### src/rtl/mips_cpu_mem_pkg.sv
// Shared types and constants for the MIPS CPU memory arbiter.
package mips_cpu_mem_pkg;

  typedef enum logic [1:0] {
    ST_IDLE   = 2'd0,
    ST_BUSY_I = 2'd1,
    ST_BUSY_D = 2'd2,
    ST_RESP   = 2'd3
  } arb_state_t;

  localparam int         DATA_STREAK_MAX_DEFAULT = 4;
  localparam logic [3:0] BE_ALL                  = 4'b1111;

endpackage

### src/rtl/mips_cpu_mem_arb_pick.sv
// Combinational grant decision between instruction fetch and data access.
module mips_cpu_mem_arb_pick
  import mips_cpu_mem_pkg::*;
#(
  parameter int DATA_STREAK_MAX = DATA_STREAK_MAX_DEFAULT,
  parameter int STREAK_W        = $clog2(DATA_STREAK_MAX + 1)
) (
  input  logic                i_req,
  input  logic                d_req,
  input  logic [STREAK_W-1:0] streak,
  output logic                grant_i,
  output logic                grant_d
);

  logic starved;

  // Data wins ties until the fetch side has watched a full streak go by.
  assign starved = i_req && (streak == STREAK_W'(DATA_STREAK_MAX));

  always_comb begin
    grant_d = d_req && !starved;
    grant_i = i_req && !grant_d;
  end

endmodule

### src/rtl/mips_cpu_mem_arbiter.sv
// Single-outstanding arbiter sharing one memory port between fetch and data.
//
//   state     | meaning
//   ST_IDLE   | no transaction; pick a requester
//   ST_BUSY_I | fetch command on mem_*, waiting for !mem_waitrequest
//   ST_BUSY_D | load/store command on mem_*, waiting for !mem_waitrequest
//   ST_RESP   | one-cycle ack to the granted requester
module mips_cpu_mem_arbiter
  import mips_cpu_mem_pkg::*;
#(
  parameter int DATA_STREAK_MAX = DATA_STREAK_MAX_DEFAULT
) (
  input  logic        clk,
  input  logic        reset_n,
  input  logic        i_req,
  input  logic [31:0] i_address,
  output logic        i_ack,
  output logic [31:0] i_rdata,
  input  logic        d_req,
  input  logic        d_write,
  input  logic [31:0] d_address,
  input  logic [3:0]  d_byteenable,
  input  logic [31:0] d_writedata,
  output logic        d_ack,
  output logic [31:0] d_rdata,
  output logic [31:0] mem_address,
  output logic        mem_read,
  output logic        mem_write,
  output logic [3:0]  mem_byteenable,
  output logic [31:0] mem_writedata,
  input  logic [31:0] mem_readdata,
  input  logic        mem_waitrequest
);

  localparam int STREAK_W = $clog2(DATA_STREAK_MAX + 1);

  arb_state_t          state, state_nx;
  logic [STREAK_W-1:0] streak;
  logic                grant_i, grant_d;
  logic [31:0]         lat_addr;
  logic [31:0]         lat_wdata;
  logic [3:0]          lat_be;
  logic                lat_write;
  logic                lat_is_d;
  logic                busy;

  mips_cpu_mem_arb_pick #(
    .DATA_STREAK_MAX (DATA_STREAK_MAX),
    .STREAK_W        (STREAK_W)
  ) u_pick (
    .i_req   (i_req),
    .d_req   (d_req),
    .streak  (streak),
    .grant_i (grant_i),
    .grant_d (grant_d)
  );

  always_ff @(posedge clk or negedge reset_n) begin
    if (!reset_n) state <= ST_IDLE;
    else          state <= state_nx;
  end

  always_comb begin
    state_nx = state;
    case (state)
      ST_IDLE: begin
        if (grant_i)      state_nx = ST_BUSY_I;
        else if (grant_d) state_nx = ST_BUSY_D;
      end
      ST_BUSY_I, ST_BUSY_D: begin
        if (!mem_waitrequest) state_nx = ST_RESP;
      end
      ST_RESP: state_nx = ST_IDLE;
      default: state_nx = ST_IDLE;
    endcase
  end

  always_comb begin
    busy           = (state == ST_BUSY_I) || (state == ST_BUSY_D);
    mem_read       = (state == ST_BUSY_I) || ((state == ST_BUSY_D) && !lat_write);
    mem_write      = (state == ST_BUSY_D) && lat_write;
    mem_address    = busy ? lat_addr  : '0;
    mem_byteenable = busy ? lat_be    : '0;
    mem_writedata  = busy ? lat_wdata : '0;
    i_ack          = (state == ST_RESP) && !lat_is_d;
    d_ack          = (state == ST_RESP) && lat_is_d;
  end

  // Command latch, streak tracking and read-data capture.
  always_ff @(posedge clk or negedge reset_n) begin
    if (!reset_n) begin
      lat_addr  <= '0;
      lat_wdata <= '0;
      lat_be    <= '0;
      lat_write <= 1'b0;
      lat_is_d  <= 1'b0;
      streak    <= '0;
      i_rdata   <= '0;
      d_rdata   <= '0;
    end else begin
      if (state == ST_IDLE) begin
        if (grant_d) begin
          lat_addr  <= d_address;
          lat_wdata <= d_writedata;
          lat_be    <= d_byteenable;
          lat_write <= d_write;
          lat_is_d  <= 1'b1;
          if (i_req && (streak != STREAK_W'(DATA_STREAK_MAX)))
            streak <= streak + STREAK_W'(1);
        end else if (grant_i) begin
          lat_addr  <= i_address;
          lat_wdata <= '0;
          lat_be    <= BE_ALL;
          lat_write <= 1'b0;
          lat_is_d  <= 1'b0;
          streak    <= '0;
        end
      end
      if (!mem_waitrequest) begin
        if (state == ST_BUSY_I) i_rdata <= mem_readdata;
        if ((state == ST_BUSY_D) && !lat_write) d_rdata <= mem_readdata;
      end
    end
  end

endmodule

### config.mk
export PLATFORM = sky130hd
export DESIGN_NAME = mips_cpu_mem_arbiter
export DESIGN_NICKNAME = d
export VERILOG_FILES = /design/src/rtl/mips_cpu_mem_pkg.sv /design/src/rtl/mips_cpu_mem_arb_pick.sv /design/src/rtl/mips_cpu_mem_arbiter.sv
export SDC_FILE = /design/constraint.sdc
export NUM_CORES = 1
export LEC_CHECK = 0
export ABC_AREA = 1
export ABC_CLOCK_PERIOD_IN_PS = 3000
export CAP_MARGIN = 20
export CORE_AREA = 3 3 123 125
export CTS_CLUSTER_SIZE = 25
export DETAILED_ROUTE_END_ITERATION = 8
export DIE_AREA = 0 0 126 128
export PLACE_DENSITY = 0.83
export SLEW_MARGIN = 5
export SYNTH_ARGS = -nofsm -noshare
export SYNTH_HDL_FRONTEND = slang
export SYNTH_SLANG_ARGS = --single-unit
### constraint.sdc
create_clock -name clk -period 3 [get_ports clk]
set_input_delay 0.45 -clock clk [delete_from_list [all_inputs] [get_ports clk]]
set_output_delay 0.45 -clock clk [all_outputs]
set_load 0.1 [all_outputs]
* Word-level counts from Yosys, hierarchy flattened
Cells that the tools add are included.
** Cells by class
- Eq/ne operators :: 8
- Reduce and logical (&&, ||, !) cells :: 22
- $add $sub $neg :: 1
- Bitwise logic cells :: 1
- Mux-type cells :: 19
** Operator list (number)
- two-way mux 32 bit :: 6
- two-way mux 4 bit :: 3
- two-way mux 3 bit :: 3
- logical AND 1 bit :: 8
- AND reduction 2 bit :: 4
- two-way mux 2 bit :: 3
- != test 3 bit, second input constant :: 2
- case mux 2 bit (3 select lines) :: 1
- == test 2 bit, second input constant :: 2
- zero test 1 bit :: 4
- adder 3 x 1 -> 3 bit, second input constant :: 1
- == test 3 bit, second input constant :: 1
- two-way mux 1 bit :: 3
- AND reduction 3 bit :: 1
- == test 2 x 1 -> 1 bit, second input constant :: 1
- zero test 2 bit :: 1
- logical OR 1 bit :: 2
- != test 2 x 1 -> 1 bit, second input constant :: 1
- != test 2 bit, second input constant :: 1
- nonzero test 2 bit :: 1
- OR reduction 2 bit :: 1
- NOT 1 bit :: 1
** Storage, ports and cells
- Input bits :: 138
- Bits in registers :: 139
- Word-level logic and storage cells :: 60
- Output and inout port bits :: 136

* Depth between registers and ports, before layout
Gate-level depths: netlist (run 1).
- Depth in word-level cells :: 8
- Mapped depth :: 9
- Depth with buffers taken out :: 8

* By module
Synthesis (run 1) repeated with hierarchy kept, for this count alone.
** Unflattened totals
- Cell total of the unflattened synthesis :: 844
- Area total of the unflattened synthesis :: 6401.1 um2
** By module, submodules not included
- mips_cpu_mem_arbiter :: area an instance 6363.6 um2, cells each 837, instances 1, seq. area each 3478.3 um2
- mips_cpu_mem_arb_pick :: area an instance 37.5 um2, cells each 7, instances 1, seq. area each 0.0 um2

* Worst setup path before layout (run 1)
OpenSTA, ideal clock, no wires.
- Path kind :: register -> output
- Start :: reg state[0]
- End :: out mem_writedata[11]
- Setup slack :: 0.588 ns
- Stages on the path, launching flop included :: 8
- Data required time :: 2.550 ns
- Path buffers :: 3
- Arrival :: 1.962 ns
- Path through :: dfrtp_1 -> inv_1 -> ha_1 -> buf_2 -> buf_2 -> buf_1 -> nand2_1 -> inv_1
** Between the ends
- Cells in the longest elaborated chain, start to end :: 3
- Elaborated cells on any way between the ends :: 4
- Classes of those cells :: eq/ne: 2; mux: 1; reduce/logical: 1
** RTL lines
- from (decl) :: RTL line mips_cpu_mem_arbiter.sv:37 : arb_state_t state, state_nx;
- from (signal assigned) :: RTL line mips_cpu_mem_arbiter.sv:60 : else state <= state_nx;
- == test 2 x 1 -> 1 bit / == test 2 bit (equally long branches) :: RTL line mips_cpu_mem_arbiter.sv:79 : busy = (state == ST_BUSY_I) || (state == ST_BUSY_D);
- logical OR 1 bit * :: RTL line mips_cpu_mem_arbiter.sv:79
- two-way mux 32 bit * :: RTL line mips_cpu_mem_arbiter.sv:84 : mem_writedata = busy ? lat_wdata : '0;
- to (decl) :: RTL line mips_cpu_mem_arbiter.sv:30 : output logic [31:0] mem_writedata,
Every way passes the cells marked *; elsewhere a longest branch is shown, timed or not.

* Worst setup path after layout (run 1)
- Start :: reg state[0]
- End :: out mem_writedata[12]
The elaborated chain is that of the path after synthesis.

==> results.py, run 1 <==
metrics = {
    "status": {
        "run_status": "complete, no violations",
    },
    "logic_synthesis": {
        "synthSimpleGateAreaFrac": 0.278,
        "dominantRegCellSynth": "sky130_fd_sc_hd__dfrtp_1",
        "synth_top_family_by_area": "simple AND/OR/NAND/NOR gates",
        "number_of_synthesized_flops_with_an_enable_pin": 0,
        "synth_cell_type_count": 20,
        "synth_top_area_cells": "sky130_fd_sc_hd__dfrtp_1 (54%), sky130_fd_sc_hd__nand2_1 (20%), sky130_fd_sc_hd__inv_1 (8.4%)",
        "yosys.area_share.adder": 0.0135,
        "synth-xor-area-share": 0.00135,
        "ys_ff_latch": 139,
        "synth_sequential_area_ratio": 0.536,
        "mappedNetlistArea_um2": 6490,
        "synth_largest_area_cell": "sky130_fd_sc_hd__dfrtp_1",
        "synthDominantCellAreaShare": 0.536,
        "synth.net_count": 984,
        "synth_commonest_cells": "sky130_fd_sc_hd__nand2_1 (346), sky130_fd_sc_hd__inv_1 (145), sky130_fd_sc_hd__dfrtp_1 (139), sky130_fd_sc_hd__o21ai_0 (66), sky130_fd_sc_hd__nand3_1 (35)",
        "synth_warnings": 0,
        "post_synth_mux_area_share": 0,
        "postSynth.asyncResetShare": 1.00,
        "syn_avg_cell_area_um2": 7.74,
        "compound_gate_portion_of_the_synthesized_area": 0.0543,
        "post_synth_inst_count": 839,
        "yosys.cell_count.top_type": "sky130_fd_sc_hd__nand2_1",
    },
    "sta": {
        "timing.final.setup_violations": 0,
        "max_freq_mhz": 355,
        "grt_setup_unrepaired": "no",
        "maxSlewHeadroom": 0.338,
        "fin_crit_sh": 0.939,
        "finalHoldViolations": 0,
        "min_period_ns": 2.82,
        "timing_max_transition_violations_final": 0,
        "timing.clock.skew_ns": 0.00601,
        "worst_slew_pin_slew_ns": 0.991,
        "tns_ns": 0,
    },
    "critical_path": {
        "critical_path_arrival_ns": 2.37,
        "path_depth": 6,
        "path_class": "flip-flop to output port",
        "critPathSlowestCell": "sky130_fd_sc_hd__ha_2",
        "critical_path.endpoint_type": "output port",
        "setup.worst_path.start_class": "flip-flop",
        "critical_path.most_common_cell": "sky130_fd_sc_hd__inv_1",
        "critical_path.max_fanout": 29,
        "worst-endpoint-required_ns": 2.55,
        "setup.worst_path.start": "state[0]",
        "crit_chain": "inv_1, ha_2, buf_4, nand2_1, inv_1, buf_12",
        "r2r.worst_path.cells": 6,
        "crit_buf_inv": 4,
        "critPathMaxStageDelay_ns": 0.63,
        "timing.critical_path.to": "mem_writedata[12]",
        "r2r-start": "state[0]",
        "critPathTopFamily": "buffers and inverters",
        "regToRegEndpoint": "lat_wdata[26]",
        "setup.reg_to_reg.worst_slack_ns": 0.99,
    },
    "place": {
        "gp_congestion": 0.803,
        "placement.io_buffers": 273,
        "dp_hpwl_um": 13900,
    },
    "floorplanning": {
        "placementRows": 43,
        "placeable_area_um2": 14000,
        "die-area_um2": 16100,
        "fp.dieH_um": 128,
        "starting_utilization_of_the_core_area": 0.464,
        "dieWidth_um": 126,
        "pin_count": 274,
    },
    "cts": {
        "clock_sink_count": 139,
        "hold_buf_count_cts": 0,
        "cts.path.max_buffers": 2,
        "clk_latency_ns": 0.41,
        "cts.repair_timing.setup_buffer_count": 0,
        "cts_root_buf": "sky130_fd_sc_hd__clkbuf_16",
        "cts_buffers": 17,
        "cts_max_level": 4,
        "post_cts_resize_count": 0,
        "path_clk_slew_ns": 0.06,
        "clock_tree_from_tritoncts": "yes",
    },
    "layout": {
        "final_nets": 1244,
        "share_of_post_route_cells_with_drive_strength_above_1": 0.168,
        "nFillCells": 987,
        "storage_element_area_um2": 3480,
        "syn_to_final_growth_pct": 59.6,
        "multi_input_area_um2": 2270,
        "antenna_cell_count": 0,
    },
    "global_routing": {
        "grt_pass1_wl_um": 30900,
        "grt_pass1_vias": 6172,
        "globalRouteOverflowTotal": 0,
        "grt_antenna_before_repair": 0,
        "globalRouteTotalUtil": 0.242,
        "largest_net_degree_at_the_start_of_global_routing": 66,
    },
    "route": {
        "routed-via-count": 6241,
        "drt-total-wl_um": 19500,
        "detailedRoute.firstIterationViolations": 349,
        "route.detailed.drc": 0,
        "drt-wirelength-per-cell_um": 15.1,
        "routed_via_density": 4.83,
        "detail-route-antenna-nets": 0,
        "detail_route.first_pass.iterations": 5,
    },
    "flow_run": {
        "timing.max_cap.violations": 0,
    },
    "worst_hold_path": {
        "hp-class": "input pin to asynchronous set/reset pin",
    },
}
[worst min-delay path by stage]
stage | from | end | slack [ns]
4_1_cts | reset_n | i_rdata[6] | 0.04
6_report | reset_n | i_rdata[7] | 0.03
3_3_place_gp | lat_addr[8] | lat_addr[8] | 0.46
2_1_floorplan | reset_n | d_rdata[0] | 0.15
5_1_grt | reset_n | i_rdata[7] | 0.05
3_5_place_dp | lat_addr[13] | lat_addr[13] | 0.46
[cell families (layout without fill, tap and decap cells)]
group           count (synthesis)  count (layout)
compound gates                 69              69
fa+ha+maj                       7               7
flops                         139             139
simple gates                  432             432
xor+xnor                        1               1
buf+inv                       191             464
[flip-flops by register name, summed over array words and instances, names as in the netlist]
register	cells
streak	3
lat_be	4
d_rdata	32
state	2
lat_write	1
lat_addr	32
i_rdata	32
lat_wdata	32
lat_is_d	1
[metrics by stage]
stage	utilization	area, um^2	hold WS [ns]	std cells	worst slack (ns)
finish	0.741	10400	0.0279	1292	0.184
global route	0.741	10400	0.0547	1292	0.00252
CTS	0.740	10300	0.0387	1291	0.147
detailed placement	0.691	9660	0.465	1259	0.625
global placement	0.691	9660	0.463	1259	0.606
floorplan	-	6490	0.154	839	0.588
[layout make-up]
cell class,instances,area share
flip-flops and latches,139,0.336
clock inverters,12,0.0235
clock buffers,20,0.0421
repair buffers,285,0.305
multi-input cells,509,0.219
well taps,180,0.0217
inverters,147,0.0532
[cells in the final DEF, fill, tap and decap left out]
master | Yosys | layout
sky130_fd_sc_hd__nand3_2 | 2 | 3
sky130_fd_sc_hd__clkinvlp_4 | 0 | 2
sky130_fd_sc_hd__clkdlybuf4s50_1 | 0 | 136
sky130_fd_sc_hd__clkinv_4 | 0 | 1
sky130_fd_sc_hd__xor2_1 | 1 | 1
sky130_fd_sc_hd__buf_12 | 0 | 54
sky130_fd_sc_hd__clkbuf_1 | 23 | 3
sky130_fd_sc_hd__inv_1 | 145 | 145
sky130_fd_sc_hd__ha_2 | 0 | 1
sky130_fd_sc_hd__nand4_1 | 1 | 1
sky130_fd_sc_hd__bufinv_16 | 0 | 7
sky130_fd_sc_hd__nand3b_1 | 32 | 32
sky130_fd_sc_hd__o22ai_1 | 1 | 1
sky130_fd_sc_hd__nand2_2 | 1 | 2
sky130_fd_sc_hd__clkbuf_16 | 0 | 17
sky130_fd_sc_hd__nor2_1 | 15 | 15
sky130_fd_sc_hd__nand3_1 | 35 | 34
sky130_fd_sc_hd__ha_1 | 7 | 6
sky130_fd_sc_hd__a21oi_4 | 0 | 1
sky130_fd_sc_hd__buf_6 | 0 | 1
sky130_fd_sc_hd__clkinv_2 | 0 | 2
sky130_fd_sc_hd__buf_4 | 8 | 94
sky130_fd_sc_hd__o21ai_0 | 66 | 66
sky130_fd_sc_hd__dfrtp_1 | 139 | 139
sky130_fd_sc_hd__a21o_1 | 1 | 1
sky130_fd_sc_hd__inv_2 | 2 | 2
sky130_fd_sc_hd__nand2_1 | 346 | 345
[per-layer routing]
metal	wire, um	vias up	track usage
met2	9430	286	0.393
met5	0	-	0
met3	1750	51	0.0725
met1	7550	2887	0.297
met4	724	0	0.114
li1	-	3017	-
Power of run 1 is left out: the tool's default activity adds up to more than one toggle a clock period on the data nets, which glitch-free logic cannot reach.
==> run 2: changes to the inputs <==
--- a/config.mk
+++ b/config.mk
@@ -13,6 +13,7 @@
 export DETAILED_ROUTE_END_ITERATION = 8
 export DIE_AREA = 0 0 126 128
 export PLACE_DENSITY = 0.83
+export SKIP_LAST_GASP = 1
 export SLEW_MARGIN = 5
 export SYNTH_ARGS = -nofsm -noshare
 export SYNTH_HDL_FRONTEND = slang
==> results of run 2 <==
The final DEF is identical to that of run 1; final timing and power are the same.
Power of run 2 is left out for the same reason.
==> run 3: changes to the inputs <==
--- a/config.mk
+++ b/config.mk
@@ -6,13 +6,13 @@
 export NUM_CORES = 1
 export LEC_CHECK = 0
 export ABC_AREA = 1
-export ABC_CLOCK_PERIOD_IN_PS = 3000
+export ABC_CLOCK_PERIOD_IN_PS = 2700
 export CAP_MARGIN = 20
-export CORE_AREA = 3 3 123 125
+export CORE_AREA = 3 3 127 129
 export CTS_CLUSTER_SIZE = 25
 export DETAILED_ROUTE_END_ITERATION = 8
-export DIE_AREA = 0 0 126 128
-export PLACE_DENSITY = 0.83
+export DIE_AREA = 0 0 130 132
+export PLACE_DENSITY = 0.78
 export SKIP_LAST_GASP = 1
 export SLEW_MARGIN = 5
 export SYNTH_ARGS = -nofsm -noshare
==> constraint.sdc (replaced) <==
create_clock -name clk -period 2.7 [get_ports clk]
set_input_delay 0.405 -clock clk [delete_from_list [all_inputs] [get_ports clk]]
set_output_delay 0.405 -clock clk [all_outputs]
set_load 0.1 [all_outputs]
==> run 3 against run 2 <==
Clock skew increased by 0.0015 ns. Register-to-register slack got worse by 0.07 ns. First-iteration DRC count increased by 11%. Sequential cell count unchanged. Critical path depth unchanged. Utilization decreased by 4.3 points. Cell area increased by 2.0%. Sequential share of layout area decreased by 0.67 points. Count of clock-buffer cells in the layout unchanged. Critical endpoint is now mem_address[16].
==> results.py, run 3 (synthesis results as in run 1) <==
metrics = {
    "sta": {
        "maxSlewHeadroom": 0.681,
        "tns_ns": 0,
        "min_period_ns": 2.37,
        "timing.clock.skew_ns": 0.00753,
        "timing.final.setup_violations": 0,
        "max_freq_mhz": 421,
        "finalHoldViolations": 0,
        "timing_max_transition_violations_final": 0,
        "fin_ws_ns": 0.326,
        "worst_slew_pin_slew_ns": 0.478,
        "grt_setup_unrepaired": "no",
        "fin_crit_sh": 0.879,
    },
    "layout": {
        "final_nets": 1245,
        "syn_to_final_growth_pct": 62.9,
        "antenna_cell_count": 0,
        "final_cells": 1300,
        "layout_common_cells": "sky130_fd_sc_hd__nand2_1 (345), sky130_fd_sc_hd__inv_1 (145), sky130_fd_sc_hd__dfrtp_1 (139), sky130_fd_sc_hd__clkdlybuf4s50_1 (136), sky130_fd_sc_hd__buf_4 (75)",
        "nFillCells": 1136,
        "share_of_post_route_cells_with_drive_strength_above_1": 0.170,
        "final_common_cell": "sky130_fd_sc_hd__nand2_1",
    },
    "cts": {
        "cts.path.max_buffers": 2,
        "clock_tree_from_tritoncts": "yes",
        "clock_sink_count": 139,
        "cts_buffers": 17,
        "cts_root_buf": "sky130_fd_sc_hd__clkbuf_16",
        "path_clk_slew_ns": 0.05,
        "clk_latency_ns": 0.42,
        "cts.repair_timing.setup_buffer_count": 0,
        "cts_max_level": 4,
        "hold_buf_count_cts": 1,
        "post_cts_resize_count": 0,
    },
    "global_routing": {
        "grt_antenna_before_repair": 0,
        "globalRouteMet1Util": 0.275,
        "largest_net_degree_at_the_start_of_global_routing": 71,
        "grt_pass1_vias": 6089,
        "met2_usage": 0.377,
        "globalRouteOverflowTotal": 0,
        "grt_pass1_wl_um": 30600,
        "grt_busiest_layer": "met2",
        "globalRouteTotalUtil": 0.225,
        "grt_util_met3": 0.0814,
    },
    "critical_path": {
        "path_depth": 6,
        "critical_path_arrival_ns": 1.97,
        "critical_path.max_fanout": 70,
        "setup.worst_path.start": "state[0]",
        "r2r.worst_path.cells": 6,
        "timing.critical_path.to": "mem_address[16]",
        "setup.worst_path.start_class": "flip-flop",
        "critPathSlowestCell": "sky130_fd_sc_hd__dfrtp_1",
        "crit_buf_inv": 4,
        "path_class": "flip-flop to output port",
        "worst-endpoint-required_ns": 2.30,
        "regToRegEndpoint": "d_rdata[31]",
        "critPathMaxStageDelay_ns": 0.39,
        "r2r-start": "state[0]",
        "setup.reg_to_reg.worst_slack_ns": 0.92,
        "critical_path.endpoint_type": "output port",
        "crit_chain": "inv_1, ha_2, buf_12, nand2_1, inv_1, buf_12",
        "critPathTopFamily": "buffers and inverters",
    },
    "worst_hold_path": {
        "hold_path.startpoint": "lat_addr[23]",
        "hp-class": "flip-flop to flip-flop",
    },
    "route": {
        "routed-via-count": 6172,
        "detail_route.first_pass.iterations": 6,
        "drt-wirelength-per-cell_um": 14.9,
        "drt-total-wl_um": 19300,
        "route.detailed.drc": 0,
        "routed_via_density": 4.75,
        "detailedRoute.firstIterationViolations": 388,
        "detail-route-antenna-nets": 0,
    },
    "floorplanning": {
        "pin_count": 274,
        "fp.dieH_um": 132,
        "die-area_um2": 17200,
        "starting_utilization_of_the_core_area": 0.429,
        "dieWidth_um": 130,
        "placementRows": 45,
        "placeable_area_um2": 15100,
    },
    "place": {
        "numPlacedInstances": 1267,
        "placement.setup.worst_slack_ns": 0.447,
        "placement.io_buffers": 273,
        "gp_congestion": 0.898,
        "dp_hpwl_um": 13700,
    },
    "flow_run": {
        "timing.max_cap.violations": 0,
    },
    "status": {
        "run_status": "complete, no violations",
    },
}
==> run 3: area by class of cell <==
| cell class | count | area, um^2 | area share |
|---|---|---|---|
| timing repair buffer | 286 | 3410 | 0.322 |
| tap | 188 | 235 | 0.0222 |
| multi-input combinational | 509 | 2270 | 0.215 |
| sequential | 139 | 3480 | 0.329 |
| clock buffer | 20 | 467 | 0.0441 |
| clock inverter | 11 | 166 | 0.0157 |
| inverter | 147 | 552 | 0.0522 |
==> run 3: metrics by stage <==
stage	utilization	hold slack, ns	area [um^2]
after floorplan	-	0.109	6490
after detailed placement	0.654	0.373	9910
final	0.698	0.478	10600
after global placement	0.654	0.374	9910
after global routing	0.698	0.492	10600
after CTS	0.697	0.482	10600
==> run 3: worst min-delay path by stage <==
stage | cells past startpoint | end
finish | 2 | lat_addr[23]
global route | 2 | lat_addr[31]
CTS | 2 | lat_addr[22]
detailed placement | 1 | d_rdata[10]
global placement | 1 | d_rdata[10]
floorplan | 0 | d_rdata[0]
==> run 3: layer usage <==
layer,part of all wire,vias to the layer above
met2,0.49,254
met3,0.090,21
met5,0,-
li1,-,3017
met1,0.40,2880
met4,0.016,0
==> run 3: worst reg2reg max path: stages (launching register included) <==
cell	delay, ns
sky130_fd_sc_hd__dfrtp_1	0.41
sky130_fd_sc_hd__inv_1	0.12
sky130_fd_sc_hd__ha_1	0.22
sky130_fd_sc_hd__nand3_2	0.40
sky130_fd_sc_hd__buf_12	0.34
sky130_fd_sc_hd__nand2_1	0.09
sky130_fd_sc_hd__o21ai_0	0.08
Power of run 3 is left out for the same reason.
